### src/rtl/mil1553_word_rx.sv
// MIL-STD-1553 word receiver: hunts for a command/data sync in a Manchester half-bit
// stream and decodes one word. Define MIL1553_RX_PARITY_EN to add the odd-parity check.
module mil1553_word_rx #(
    parameter int DATA_BITS = 16,
    parameter int SYNC_HALF = 3
) (
    input  logic                 i_clk,
    input  logic                 i_reset_n,
    input  logic                 i_rx_in,
    input  logic                 i_rx_valid,
    input  logic                 i_clear,
    output logic                 o_busy,
    output logic                 o_valid,
    output logic                 o_fail,
    output logic [1:0]           o_err,
    output logic                 o_word_type,
    output logic [DATA_BITS-1:0] o_data
);

    // state  | meaning
    // S_HUNT | shifting half-bits into the sync window
    // S_DATA | decoding Manchester data pairs
    // S_PAR  | decoding and checking the parity pair
    // S_DONE | one-cycle o_valid pulse
    // S_FAIL | one-cycle o_fail pulse
    localparam int WW = 2 * SYNC_HALF;
    localparam int FW = $clog2(WW + 1);
    localparam int HW = $clog2(2 * DATA_BITS + 1);
    localparam logic [FW-1:0] FILL_FULL = FW'(WW);
    localparam logic [HW-1:0] HCNT_END  = HW'(2 * DATA_BITS);
    localparam logic [WW-1:0] CMD_SYNC  = {{SYNC_HALF{1'b1}}, {SYNC_HALF{1'b0}}};
    localparam logic [WW-1:0] DAT_SYNC  = ~CMD_SYNC;

    typedef enum logic [2:0] {
        S_HUNT,
        S_DATA,
`ifdef MIL1553_RX_PARITY_EN
        S_PAR,
`endif
        S_DONE,
        S_FAIL
    } state_t;

    state_t               state, state_n;
    logic [WW-1:0]        win, win_n, win_sh;
    logic [FW-1:0]        fill, fill_n, fill_inc;
    logic [HW-1:0]        hcnt, hcnt_n;
    logic [DATA_BITS-1:0] sreg, sreg_n, sreg_sh, data_n;
    logic                 first, first_n;
    logic                 wtype_n;
    logic [1:0]           err_n;
    logic                 pair_ok;
    logic                 sync_hit;
`ifdef MIL1553_RX_PARITY_EN
    logic                 par, par_n;
    logic                 ph, ph_n;
`endif

    assign win_sh   = (win << 1) | WW'(i_rx_in);
    assign fill_inc = (fill == FILL_FULL) ? FILL_FULL : fill + FW'(1);
    assign sync_hit = (fill_inc == FILL_FULL) && ((win_sh == CMD_SYNC) || (win_sh == DAT_SYNC));
    // the first half of a valid pair is the decoded bit (10 = 1, 01 = 0)
    assign pair_ok  = first ^ i_rx_in;
    assign sreg_sh  = (sreg << 1) | DATA_BITS'(first);

    always_ff @(posedge i_clk or negedge i_reset_n) begin
        if (!i_reset_n) begin
            state       <= S_HUNT;
            win         <= '0;
            fill        <= '0;
            hcnt        <= '0;
            sreg        <= '0;
            first       <= 1'b0;
            o_word_type <= 1'b0;
            o_err       <= 2'b00;
            o_data      <= '0;
`ifdef MIL1553_RX_PARITY_EN
            par         <= 1'b0;
            ph          <= 1'b0;
`endif
        end else begin
            state       <= state_n;
            win         <= win_n;
            fill        <= fill_n;
            hcnt        <= hcnt_n;
            sreg        <= sreg_n;
            first       <= first_n;
            o_word_type <= wtype_n;
            o_err       <= err_n;
            o_data      <= data_n;
`ifdef MIL1553_RX_PARITY_EN
            par         <= par_n;
            ph          <= ph_n;
`endif
        end
    end

    always_comb begin
        state_n = state;
        win_n   = win;
        fill_n  = fill;
        hcnt_n  = hcnt;
        sreg_n  = sreg;
        first_n = first;
        wtype_n = o_word_type;
        err_n   = o_err;
        data_n  = o_data;
`ifdef MIL1553_RX_PARITY_EN
        par_n   = par;
        ph_n    = ph;
`endif
        if (i_clear) begin
            state_n = S_HUNT;
            win_n   = '0;
            fill_n  = '0;
            hcnt_n  = '0;
            sreg_n  = '0;
            first_n = 1'b0;
`ifdef MIL1553_RX_PARITY_EN
            par_n   = 1'b0;
            ph_n    = 1'b0;
`endif
        end else begin
            case (state)
                S_HUNT: if (i_rx_valid) begin
                    win_n  = win_sh;
                    fill_n = fill_inc;
                    if (sync_hit) begin
                        wtype_n = (win_sh == DAT_SYNC);
                        win_n   = '0;
                        fill_n  = '0;
                        hcnt_n  = '0;
                        sreg_n  = '0;
`ifdef MIL1553_RX_PARITY_EN
                        par_n   = 1'b0;
                        ph_n    = 1'b0;
`endif
                        state_n = S_DATA;
                    end
                end
                S_DATA: if (i_rx_valid) begin
                    hcnt_n = hcnt + HW'(1);
                    if (!hcnt[0]) begin
                        first_n = i_rx_in;
                    end else if (!pair_ok) begin
                        err_n   = 2'b01;
                        state_n = S_FAIL;
                    end else begin
                        sreg_n = sreg_sh;
`ifdef MIL1553_RX_PARITY_EN
                        par_n  = par ^ first;
                        if (hcnt_n == HCNT_END) state_n = S_PAR;
`else
                        if (hcnt_n == HCNT_END) begin
                            data_n  = sreg_sh;
                            err_n   = 2'b00;
                            state_n = S_DONE;
                        end
`endif
                    end
                end
`ifdef MIL1553_RX_PARITY_EN
                S_PAR: if (i_rx_valid) begin
                    ph_n = ~ph;
                    if (!ph) begin
                        first_n = i_rx_in;
                    end else if (!pair_ok) begin
                        err_n   = 2'b01;
                        state_n = S_FAIL;
                    end else if (!(par ^ first)) begin
                        err_n   = 2'b10;
                        state_n = S_FAIL;
                    end else begin
                        data_n  = sreg;
                        err_n   = 2'b00;
                        state_n = S_DONE;
                    end
                end
`endif
                S_DONE:  state_n = S_HUNT;
                S_FAIL:  state_n = S_HUNT;
                default: state_n = S_HUNT;
            endcase
        end
    end

`ifdef MIL1553_RX_PARITY_EN
    assign o_busy  = (state == S_DATA) || (state == S_PAR);
`else
    assign o_busy  = (state == S_DATA);
`endif
    assign o_valid = (state == S_DONE);
    assign o_fail  = (state == S_FAIL);

endmodule

### config.mk
export PLATFORM = sky130hd
export DESIGN_NAME = mil1553_word_rx
export DESIGN_NICKNAME = d
export VERILOG_FILES = /design/src/rtl/mil1553_word_rx.sv
export SDC_FILE = /design/constraint.sdc
export NUM_CORES = 1
export LEC_CHECK = 0
export BUFFER_PORTS_ARGS = -buffer_cell sky130_fd_sc_hd__clkbuf_2
export CORE_MARGIN = 10
export CORE_UTILIZATION = 26
export CTS_CLUSTER_DIAMETER = 50
export DETAILED_ROUTE_END_ITERATION = 12
export HOLD_SLACK_MARGIN = 0.12
export PLACE_DENSITY_LB_ADDON = 0.05
export RECOVER_POWER = 25
export SYNTH_ARGS = -nofsm -noshare
export SYNTH_HDL_FRONTEND = slang
export SYNTH_SLANG_ARGS = --single-unit
### constraint.sdc
create_clock -name i_clk -period 2 [get_ports i_clk]
set_clock_uncertainty 0.2 [all_clocks]
set_input_delay 0.3 -clock i_clk [delete_from_list [all_inputs] [get_ports i_clk]]
set_output_delay 0.3 -clock i_clk [all_outputs]
set_load 0.1 [all_outputs]
-- Word-level counts from Yosys, hierarchy flattened
Index checks and enable logic that the tools add are counted.
- bitwise gates (word level): 4
- add/sub/neg operators: 2
- reduce and logical (&&, ||, !) cells: 15
- eq/ne operators: 16
- muxes and demuxes: 35
- operator list (operator ; number):
    two-way mux 15 bit ; 6
    two-way mux 3 bit ; 12
    case mux 15 bit (2 select lines) ; 1
    two-way mux 6 bit ; 4
    two-way mux 5 bit ; 4
    OR 16 x 1 -> 16 bit ; 1
    == test 6 bit, second input constant ; 2
    case mux 6 bit (2 select lines) ; 1
    AND reduction 6 bit ; 2
    AND reduction 5 bit ; 2
    != test 3 bit, second input constant ; 3
    AND reduction 4 bit ; 2
    adder 6 x 1 -> 6 bit, second input constant ; 1
    == test 3 x 2 -> 1 bit, second input constant ; 2
    == test 3 bit, second input constant ; 2
    == test 6 x 3 -> 1 bit, second input constant ; 1
    != test 3 x 2 -> 1 bit, second input constant ; 2
    OR 6 x 1 -> 6 bit ; 1
    case mux 3 bit (2 select lines) ; 1
    nonzero test 2 bit ; 3
    two-way mux 1 bit ; 4
    two-way mux 2 bit ; 2
    != test 4 x 3 -> 1 bit, second input constant ; 1
    adder 3 x 1 -> 3 bit, second input constant ; 1
    11 further kinds ; 11
- output and inout port bits: 22
- input bits: 5
- register bits: 52
- logic and storage cells: 81

-- Longest topological paths before layout
Gate-level depths: netlist of run 1.
- depth in word-level cells: 8
- mapped depth: 8
- gate-level depth less buffers: 7

-- Worst setup path before layout of run 1
OpenSTA, ideal clock, no wires.
- path kind: reg-to-reg
- start point: reg state[0]
- end point: reg hcnt[4]
- period minus slack after synthesis: 3.076 ns
- arrival: 2.812 ns
- setup time: 0.064 ns
- cell stages (with the launch flop): 7
- path slack: -1.076 ns
- required time: 1.736 ns
- buffers on the path: 1
- cells stage by stage: dfrtp_1 buf_2 nor2b_1 nor2b_1 nand2_1 o31ai_1 a21o_1
- longest elaborated chain between the ends: 3
- elaborated cells on any way between the ends: 9
- classes of those cells: eq/ne (4); mux (2); reduce/logical (3)
- RTL lines (what ; RTL line ; RTL):
    from (decl) ; 44 ; state_t state, state_n;
    from (signal assigned) ; 82 ; state <= state_n;
    == test 3 x 1 -> 1 bit * ; n/a ;
    named net o_busy ; 12 ; output logic o_busy,
    != test 3 bit (no line), or another cell as far along ; n/a ;
    AND reduction 4 bit (no line) or two-way mux 6 bit (tied branches) ; n/a ;
    to (signal assigned) ; 85 ; hcnt <= hcnt_n;
    to (decl) ; 47 ; logic [HW-1:0] hcnt, hcnt_n;
Mark *: on every way through the listed nets, which the timed path passes. The rest lies on a longest branch.
A chain may end at the register's enable or synchronous reset.

-- Final worst setup path of run 1
- start point: reg fill[1]
- end point: reg sreg[11]
- longest elaborated chain between the ends: 6
- elaborated cells on any way between the ends: 7
- classes of those cells: add/sub (1); eq/ne (3); mux (1); reduce/logical (2)
- RTL lines (what ; RTL line ; RTL):
    from (decl) ; 46 ; logic [FW-1:0] fill, fill_n, fill_inc;
    from (signal assigned) ; 84 ; fill <= fill_n;
    adder 3 x 1 -> 3 bit or == test 3 bit (tied branches) ; 60 ; assign fill_inc = (fill == FILL_FULL) ? FILL_FULL : fill + FW'(1);
    two-way mux 3 bit * ; 60 ;
    == test 3 bit * ; 61 ; assign sync_hit = (fill_inc == FILL_FULL) && ((win_sh == CMD_SYNC) || (win_sh == DAT_SYNC));
    logical AND 1 bit * ; 61 ;
    != test 3 bit (no line) * ; n/a ;
    AND reduction 6 bit (no line) * ; n/a ;
    to (signal assigned) ; 86 ; sreg <= sreg_n;
    to (decl) ; 48 ; logic [DATA_BITS-1:0] sreg, sreg_n, sreg_sh, data_n;
Mark *: on every way between the ends. The rest lies on a longest branch, timed or not.

==> results.yml, run 1 <==
min_path:
  worstHoldPathType: "in -> reg"
  startpoint_of_the_tightest_hold_check_path: "i_rx_valid"
die:
  core.rowCount: 34
  floorplan.die.width_um: 115
  core_um2: 8760
  floorplan.die_area_um2: 13200
  floorplan.io_pins: 27
  start_util: 0.268
  floorplan.die.height_um: 115
run_status:
  status: "finished, violations left"
  violations: "setup timing"
yosys:
  asyncSetResetFlopFracSynth: 1.00
  synthesis.area_um2: 2350
  synth_top_family_by_area: "compound AO/OA/AOI/OAI gates"
  synth_nets: 199
  synth_xor_area_frac: 0.00746
  synth_largest_type_area_fraction: 0.533
  synth_enable_flop_cells: 0
  synth-adder-area-share: 0.0213
  post-synth-top-area-cell: "dfrtp_1"
  synth_seq_cells: 50
  avgSynthCellArea_um2: 12.4
  netlist-cell-type-count: 49
  synth_simple_gate_area_share: 0.149
  ys_top_cells_by_area: "dfrtp_1, a22o_1, mux2_4, mux2_2, ha_1"
  yosys-mux-area-fraction: 0.101
  synth.yosys.warnings: 0
  synth_flop_cell: "dfrtp_1"
  synth_compound_area_frac: 0.158
  synth_cells: 190
  ys_seq_area_frac: 0.533
clock_tree:
  cts-root-buf: "clkbuf_8"
  cts_tree: "built"
  register_clock_pin_slew_on_the_reported_worst_setup_and_hold_paths_ns: 0.09
  cts_made_buffers: 5
  cts.sinks: 50
  h_tree_levels: 2
  cts_buffer_depth: 2
  clock_insertion_delay_worst_skew_ns: 0.30
critical_path:
  critical_path.startpoint: "fill[1]"
  slowest_stage: "dfrtp_1"
  timing.setup.critical_path_class: "reg -> reg"
  timing.critical_path.cells: "ha_2 > nand2b_4 > a311o_1 > a211oi_2 > o41ai_4 > buf_12 > a22o_1"
  start_kind: "register"
  r2r-start: "fill[1]"
  worst-endpoint-required_ns: 1.99
  max_stage_delay_ns: 0.42
  critical_path.endpoint_type: "register"
  critPathMaxFanout: 14
  endpoint_arrival_time_on_the_critical_path_ns: 2.18
place:
  dpl_cell_area_um2: 2870
  place_inst: 344
  detailed_place_hpwl_um: 3920
  gp_congestion: 0.744
  portBuffers: 25
cells_and_area:
  area.growth.synth_to_final_pct: 32.6
  final_core_util: 0.355
  post_layout_nonfiller_instances: 358
  finish.net_count: 258
  drive_gt1_frac: 0.448
  n_antenna_cell: 0
  final_area_um2: 3110
detailed_routing:
  route.antenna.remaining_nets: 0
  post-route-drc-count: 0
  detailed_routing_iterations_pass_1: 4
  vias: 1682
  route.detailed.vias_per_inst: 4.70
  drt_iter0_drc: 84
  drt_wl_total_um: 5240
  wire_per_inst_um: 14.6
sta:
  slew_violations: 0
  grt_setup_unrepaired: "yes"
  hold-worst-slack_ns: 0.159
  final.setup.worst_slack_ns: -0.188
  setup-tns-final_ns: -3.10
  finalCritPeriodShare: 1.09
  worst_slew_pin_slew_ns: 1.09
  worst_slew_margin_rel: 0.273
  max_clock_freq_ghz: 0.457
  finalHoldViolCount: 0
  timing.final.setup_violations: 27
  period_minus_slack_ns: 2.19
power:
  powerDensity_nw_per_um2: 612
  ir_drop_mv: 0.269
  static_leakage_nw: 1.57
global_route:
  wire_length_of_the_first_global_routing_pass_um: 9310
  global_routing_usage_summed_across_all_routing_layers: 0.0861
  first_global_vias: 1835
  globalRouteOverflowTotal: 0
  grt_antenna_before_repair: 0
  grt_max_degree: 34
run:
  max-cap-violations: 0
==> stage by stage <==
step | power (W) | setup slack, ns
global placement | 0.00118 | -0.535
detailed placement | 0.00118 | -0.594
finish | 0.00191 | -0.188
global route | 0.00200 | -0.253
CTS | 0.00194 | -0.164
floorplan | 0.00111 | -0.0614
==> state kept, by name (all words and copies together), names as in the netlist <==
name	cells
win	5
o_word_type	1
sreg	15
hcnt	6
o_err	1
o_data	16
fill	3
first	1
state	2
==> metal layers <==
metal,wire [µm],up-vias,track usage,part of all wire
li1,-,824,-,-
met5,0,-,0,0
met2,2410,24,0.136,0.46
met1,2510,832,0.109,0.48
met4,30,0,0.0248,0.0057
met3,283,2,0.0302,0.054
==> cell type report <==
class,instances,area (µm²)
clock buffer,5,68.8
clock inverter,3,43.8
multi-input combinational,127,1130
sequential,50,1250
fill,859,5650
tap,108,135
timing repair buffer,61,467
inverter,4,15.0
==> power by group <==
group	total [W]	leakage, nW	switching (W)	internal, W
Combinational	0.000148	0.822	0.0000895	0.0000590
Clock	0.000730	0.0585	0.000354	0.000376
Sequential	0.00103	0.685	0.00000855	0.00102
Total	0.00191	1.57	0.000452	0.00145
==> worst max-delay path, delay by kind of cell (launching register included) <==
family,cells,cell delay (ns)
compound gates,4,0.94
flops,1,0.42
fa+ha+maj,1,0.22
buf+inv,1,0.17
simple gates,1,0.13
==> cells by family (layout without fill, tap and decap cells) <==
logic type | after synthesis | in the layout
DFF | 50 | 50
muxes | 18 | 18
adders and majority gates | 4 | 4
other | 1 | 1
AOI/OAI and AO/OA | 46 | 46
and+or+nand+nor | 56 | 56
xor gates and xnor gates | 2 | 2
buffers and inverters | 13 | 73
==> cell usage in the layout (no fill, tap or decap), types with 2 or more instances in the layout <==
cell | netlist | routed
nor2b_4 | 0 | 2
o21ai_0 | 2 | 2
nand2b_1 | 5 | 4
dfrtp_1 | 50 | 47
nor3_1 | 3 | 2
dlygate4sd3_1 | 0 | 3
a21o_1 | 4 | 4
inv_1 | 4 | 3
buf_4 | 1 | 30
mux2_2 | 6 | 6
nand2b_4 | 1 | 2
clkbuf_8 | 0 | 5
nor2_1 | 10 | 9
buf_12 | 0 | 4
nand2_2 | 1 | 3
ha_2 | 0 | 3
clkbuf_2 | 0 | 21
and3_1 | 3 | 3
mux2i_1 | 2 | 2
nand2_1 | 6 | 4
a22o_1 | 21 | 21
mux2_4 | 10 | 10
buf_6 | 1 | 2
o31ai_1 | 3 | 3
dfrtp_2 | 0 | 3
xnor2_1 | 2 | 2
nand3_1 | 9 | 9
nor4b_2 | 0 | 2
a21oi_1 | 5 | 5
==> cell usage after synthesis, drive strengths merged, types with 2 or more instances <==
| library cell | instances |
|---|---|
| or3 | 2 |
| nand2b | 6 |
| nor2 | 11 |
| o21ai | 3 |
| buf | 6 |
| nor2b | 4 |
| and2 | 2 |
| mux2i | 2 |
| o31ai | 3 |
| xnor2 | 2 |
| nand4 | 2 |
| nor3b | 2 |
| dfrtp | 50 |
| clkbuf | 3 |
| inv | 4 |
| a21o | 4 |
| a21oi | 6 |
| nand3 | 9 |
| ha | 4 |
| nor3 | 3 |
| a22o | 21 |
| and3 | 3 |
| nor4b | 2 |
| mux2 | 16 |
| nand2 | 7 |
==> worst paths after layout <==
check                      depth (start not counted)    endpoint  slack, ns
max reg2reg                                        7    sreg[11]      -0.19
max in group asynchronous                          3      win[0]       0.24
min                                                3    state[0]       0.16
min in group asynchronous                          2  o_data[11]       0.51
min reg2reg                                        1  o_data[13]       0.31
max                                                7    sreg[11]      -0.19
==> repair_timing <==
action / 4_1_cts / 5_1_grt
setup endpoints to repair: 40 / 46
resized for setup: 3 / 13
cloned: 0 / 0
endpoints found under the hold margin: 19 / 0
pin swaps: 1 / 2
hold buffers: 3 / 0
buffers inserted: 2 / 3
No activity file was read; power rests on OpenSTA's default activity.
==> run 2, diff against run 1 <==
- BUFFER_PORTS_ARGS: -buffer_cell sky130_fd_sc_hd__clkbuf_2 -> -buffer_cell sky130_fd_sc_hd__buf_2
==> results.yml, run 2 (synthesis results as in run 1) <==
detailed_routing:
  drt_wl_total_um: 5400
  top_layer: "met4"
  detailed_routing_iterations_pass_1: 4
  drt_iter0_drc: 75
  wire_per_inst_um: 15.0
  wl_met1_um: 2450
  met3_wirelength_um: 264
  route.antenna.remaining_nets: 0
  route.detailed.vias_per_inst: 4.77
  post-route-drc-count: 0
  met2WireLength_um: 2650
  vias: 1713
sta:
  final.setup.worst_slack_ns: -0.167
  slew_violations: 0
  finalHoldViolCount: 0
  period_minus_slack_ns: 2.17
  worst_slew_margin_rel: 0.292
  max_clock_freq_ghz: 0.461
  finalCritPeriodShare: 1.08
  worst_slew_pin_slew_ns: 1.06
  timing.final.setup_violations: 38
  grt_setup_unrepaired: "yes"
  hold-worst-slack_ns: 0.133
die:
  floorplan.die_area_um2: 13200
  floorplan.die.width_um: 115
  core.rowCount: 34
  start_util: 0.268
  core_um2: 8760
  floorplan.io_pins: 27
  floorplan.die.height_um: 115
clock_tree:
  cts_made_buffers: 5
  clock_insertion_delay_worst_skew_ns: 0.30
  h_tree_levels: 2
  cts_tree: "built"
  cts_buffer_depth: 2
  cts.sinks: 50
  register_clock_pin_slew_on_the_reported_worst_setup_and_hold_paths_ns: 0.09
  cts-root-buf: "clkbuf_8"
power:
  cell_internal_pwr_w: 0.00133
  power.switching_fraction: 0.252
  static_leakage_nw: 1.57
  netSwitchingPower_w: 0.000446
  pwr-share-comb: 0.084
  clock_power_share: 0.336
  powerDensity_nw_per_um2: 575
  ir_drop_mv: 0.231
  seq_power_share: 0.580
cells_and_area:
  largest_register: "o_data"
  drive_gt1_frac: 0.430
  n_antenna_cell: 0
  most-common-layout-cells: "dfrtp_1, buf_4, a22o_1, buf_2, mux2_4"
  finish.net_count: 259
  final_area_um2: 3080
  largest_register_ffs: 16
  mostFrequentLayoutCell: "dfrtp_1"
  post_layout_nonfiller_instances: 359
  top_regs: "o_data (16), sreg (15), hcnt (6)"
  area.growth.synth_to_final_pct: 31.3
place:
  gp_congestion: 0.724
  place_inst: 344
  dpl_cell_area_um2: 2840
  portBuffers: 25
  detailed_place_hpwl_um: 3960
critical_path:
  slowest_stage: "dfrtp_1"
  setup.reg_to_reg.worst_slack_ns: -0.17
  endpoint_arrival_time_on_the_critical_path_ns: 2.16
  start_kind: "register"
  worst-endpoint-required_ns: 2.00
  critical_path.reg2reg.endpoint: "sreg[2]"
  critical_path.startpoint: "fill[1]"
  critPathMaxFanout: 14
  r2r-start: "fill[1]"
  timing.setup.critical_path_class: "reg -> reg"
  critical_path.endpoint_type: "register"
  worstRegToRegCells: 7
  timing.critical_path.cells: "ha_2 > nand2b_4 > a311o_1 > a211oi_4 > o41ai_4 > buf_12 > a22o_1"
  max_stage_delay_ns: 0.41
run_status:
  status: "finished, violations left"
  violations: "setup timing"
global_route:
  globalRouteOverflowTotal: 0
  grt_antenna_before_repair: 0
  first_global_vias: 1712
  grt_max_degree: 21
  wire_length_of_the_first_global_routing_pass_um: 8870
  global_routing_usage_summed_across_all_routing_layers: 0.0826
min_path:
  startpoint_of_the_tightest_hold_check_path: "i_rx_in"
  worstHoldPathType: "in -> reg"
  timing.hold.worst_endpoint: "first"
  worstHoldPathCells: 3
run:
  max-cap-violations: 0
==> run 2: cell type report <==
type	instances	area (µm²)
timing repair buffer	62	458
multi-input combinational	127	1130
sequential	50	1250
clock buffer	5	68.8
inverter	4	15.0
fill	862	5680
tap	108	135
clock inverter	3	21.3
==> run 2: metal layers <==
layer / vias to the layer above / track usage
met3: 6 / 0.0240
met2: 28 / 0.131
met5: - / 0
li1: 819 / -
met1: 860 / 0.105
met4: 0 / 0.0272
==> run 2: worst max-delay path, delay by kind of cell (launching register included) <==
family	cells	cell delay, ns
AOI/OAI and AO/OA	4	0.93
adders and majority gates	1	0.21
buffers and inverters	1	0.17
DFF	1	0.41
and+or+nand+nor	1	0.13
==> run 2: power by group through the flow <==
stage	Clock, W	Combinational, W	Sequential, W
2_1_floorplan	0	0.0000602	0.00105
3_3_place_gp	0	0.000129	0.00105
3_5_place_dp	0	0.000133	0.00105
4_1_cts	0.000641	0.000150	0.00103
5_1_grt	0.000676	0.000167	0.00103
6_report	0.000595	0.000149	0.00103
==> run 2: metrics by stage <==
| stage | TNS [ns] | utilization | setup WS [ns] | power [W] |
|---|---|---|---|---|
| 3_5_place_dp | -9.67 | 0.324 | -0.593 | 0.00118 |
| 6_report | -3.37 | 0.352 | -0.167 | 0.00177 |
| 4_1_cts | -3.38 | 0.347 | -0.147 | 0.00182 |
| 3_3_place_gp | -9.10 | 0.324 | -0.553 | 0.00118 |
| 2_1_floorplan | -1.10 | - | -0.0614 | 0.00111 |
| 5_1_grt | -7.10 | 0.352 | -0.248 | 0.00187 |
==> run 2: worst max-delay path by stage <==
stage | end | cells after the start
finish | sreg[2] | 7
CTS | sreg[11] | 7
floorplan | sreg[14] | 7
global placement | sreg[2] | 6
global route | sreg[11] | 7
detailed placement | sreg[2] | 6
==> run 2: what timing repair did <==
item / CTS / global route
pin swaps: 1 / 3
gates resized for setup: 5 / 10
endpoints found under the setup margin: 43 / 47
buffers inserted: 4 / 1
hold endpoints to repair: 20 / 0
hold buffers: 3 / 0
==> run 3, diff against run 2 <==
- CORE_MARGIN: 10 -> 2
- CORE_UTILIZATION: 26 -> 52
==> results.yml, run 3 (synthesis results as in run 1) <==
run_status:
  status: "finished, violations left"
  violations: "setup timing"
sta:
  setup-tns-final_ns: -3.72
  slew_violations: 0
  final.setup.worst_slack_ns: -0.169
  worst_slew_margin_rel: 0.273
  finalHoldViolCount: 0
  max_clock_freq_ghz: 0.461
  grt_setup_unrepaired: "yes"
  hold-worst-slack_ns: 0.143
  timing.final.setup_violations: 29
  period_minus_slack_ns: 2.17
  worst_slew_pin_slew_ns: 1.09
  finalCritPeriodShare: 1.08
critical_path:
  endpoint_arrival_time_on_the_critical_path_ns: 2.17
  worstRegToRegCells: 8
  setup.reg_to_reg.worst_slack_ns: -0.17
  r2r-start: "fill[1]"
  worst-endpoint-required_ns: 2.00
  critical_path.reg2reg.endpoint: "win[0]"
  critical_path.startpoint: "fill[1]"
  timing.setup.critical_path_class: "reg -> reg"
  worst_setup_path_end: "win[0]"
  critPathMaxFanout: 6
  critical_path.endpoint_type: "register"
  start_kind: "register"
detailed_routing:
  wire_per_inst_um: 15.6
  drt_wl_total_um: 4670
  route.detailed.vias_per_inst: 5.73
  route.antenna.remaining_nets: 0
  post-route-drc-count: 0
  vias: 1719
  drt_iter0_drc: 88
  detailed_routing_iterations_pass_1: 4
run:
  max-cap-violations: 0
cells_and_area:
  area.growth.synth_to_final_pct: 26.8
  largest_register_ffs: 16
  mostFrequentLayoutCell: "dfrtp_1"
  most-common-layout-cells: "dfrtp_1, buf_4, buf_2"
  top_regs: "o_data (16), sreg (15), hcnt (6)"
  largest_register: "o_data"
  drive_gt1_frac: 0.407
  finish.net_count: 256
  n_antenna_cell: 0
power:
  cell_internal_pwr_w: 0.00149
  ir_drop_mv: 0.359
  netSwitchingPower_w: 0.000434
  static_leakage_nw: 1.56
  powerDensity_nw_per_um2: 646
  pwr-share-comb: 0.075
  power.switching_fraction: 0.226
  clock_power_share: 0.391
  seq_power_share: 0.534
min_path:
  worstHoldPathType: "in -> reg"
clock_tree:
  cts_buffer_depth: 2
  clock_insertion_delay_worst_skew_ns: 0.30
  register_clock_pin_slew_on_the_reported_worst_setup_and_hold_paths_ns: 0.09
  cts_made_buffers: 5
  cts.sinks: 50
  cts-root-buf: "clkbuf_8"
  h_tree_levels: 2
  cts_tree: "built"
global_route:
  wire_length_of_the_first_global_routing_pass_um: 7800
  first_global_vias: 1673
  grt_antenna_before_repair: 0
  grt_max_degree: 51
  globalRouteOverflowTotal: 0
  global_routing_usage_summed_across_all_routing_layers: 0.196
die:
  floorplan.die.width_um: 71.2
  core_um2: 4350
  floorplan.die.height_um: 71.2
  floorplan.io_pins: 27
  floorplan.die_area_um2: 5070
  start_util: 0.539
  core.rowCount: 24
place:
  gp_congestion: 0.893
  detailed_place_hpwl_um: 3180
  portBuffers: 25
-- run 3: layout make-up --
type | count | area [µm²]
Tap cell | 52 | 65.1
Multi-Input combinational cell | 127 | 1090
Fill cell | 329 | 1380
Inverter | 4 | 15.0
Clock inverter | 2 | 38.8
Sequential cell | 50 | 1250
Timing Repair Buffer | 59 | 430
Clock buffer | 6 | 82.6
-- run 3: repair_timing --
action	in CTS	in global routing
pin swaps	1	0
endpoints found under the setup margin	29	46
endpoints found under the hold margin	52	0
hold buffers	3	0
gates resized for setup	3	4
buffers inserted	2	1
-- run 3: worst min path at each step --
stage,endpoint,cells after the start,start,slack (ns)
global route,state[0],3,i_rx_valid,0.17
CTS,state[0],3,i_rx_valid,0.14
finish,state[0],3,i_rx_valid,0.14
global placement,o_data[12],2,i_reset_n,0.10
detailed placement,o_data[11],2,i_reset_n,0.11
floorplan,fill[0],0,i_reset_n,-0.20
-- run 3: critical path: stages (launching register included) --
cell,delay [ns]
dfrtp_1,0.41
ha_2,0.21
nand2b_4,0.13
a311o_1,0.34
buf_4,0.15
a21oi_4,0.15
nor3b_1,0.07
buf_4,0.16
a22o_1,0.23
-- run 3: power groups by stage --
stage	sequential, W	clock [W]	combinational (W)
after floorplan	0.00105	0	0.0000602
after global placement	0.00105	0	0.000127
after detailed placement	0.00105	0	0.000132
after CTS	0.00103	0.000771	0.000148
after global routing	0.00103	0.000809	0.000157
final	0.00103	0.000751	0.000144
-- run 3: metrics by stage --
step	std cells	power [W]	setup slack (ns)	area, µm²	util
after detailed placement	286	0.00118	-0.539	2770	0.636
final	300	0.00192	-0.169	2980	0.683
after floorplan	190	0.00111	-0.0614	2390	-
after global placement	286	0.00117	-0.464	2770	0.636
after global routing	300	0.00199	-0.257	2980	0.683
after CTS	299	0.00195	-0.174	2980	0.683
-- run 3: layer usage --
metal	wire [µm]	GRT usage	up-vias
met4	87	0.0692	0
li1	-	-	812
met3	198	0.0427	7
met5	0	0	-
met2	2220	0.328	51
met1	2170	0.252	849
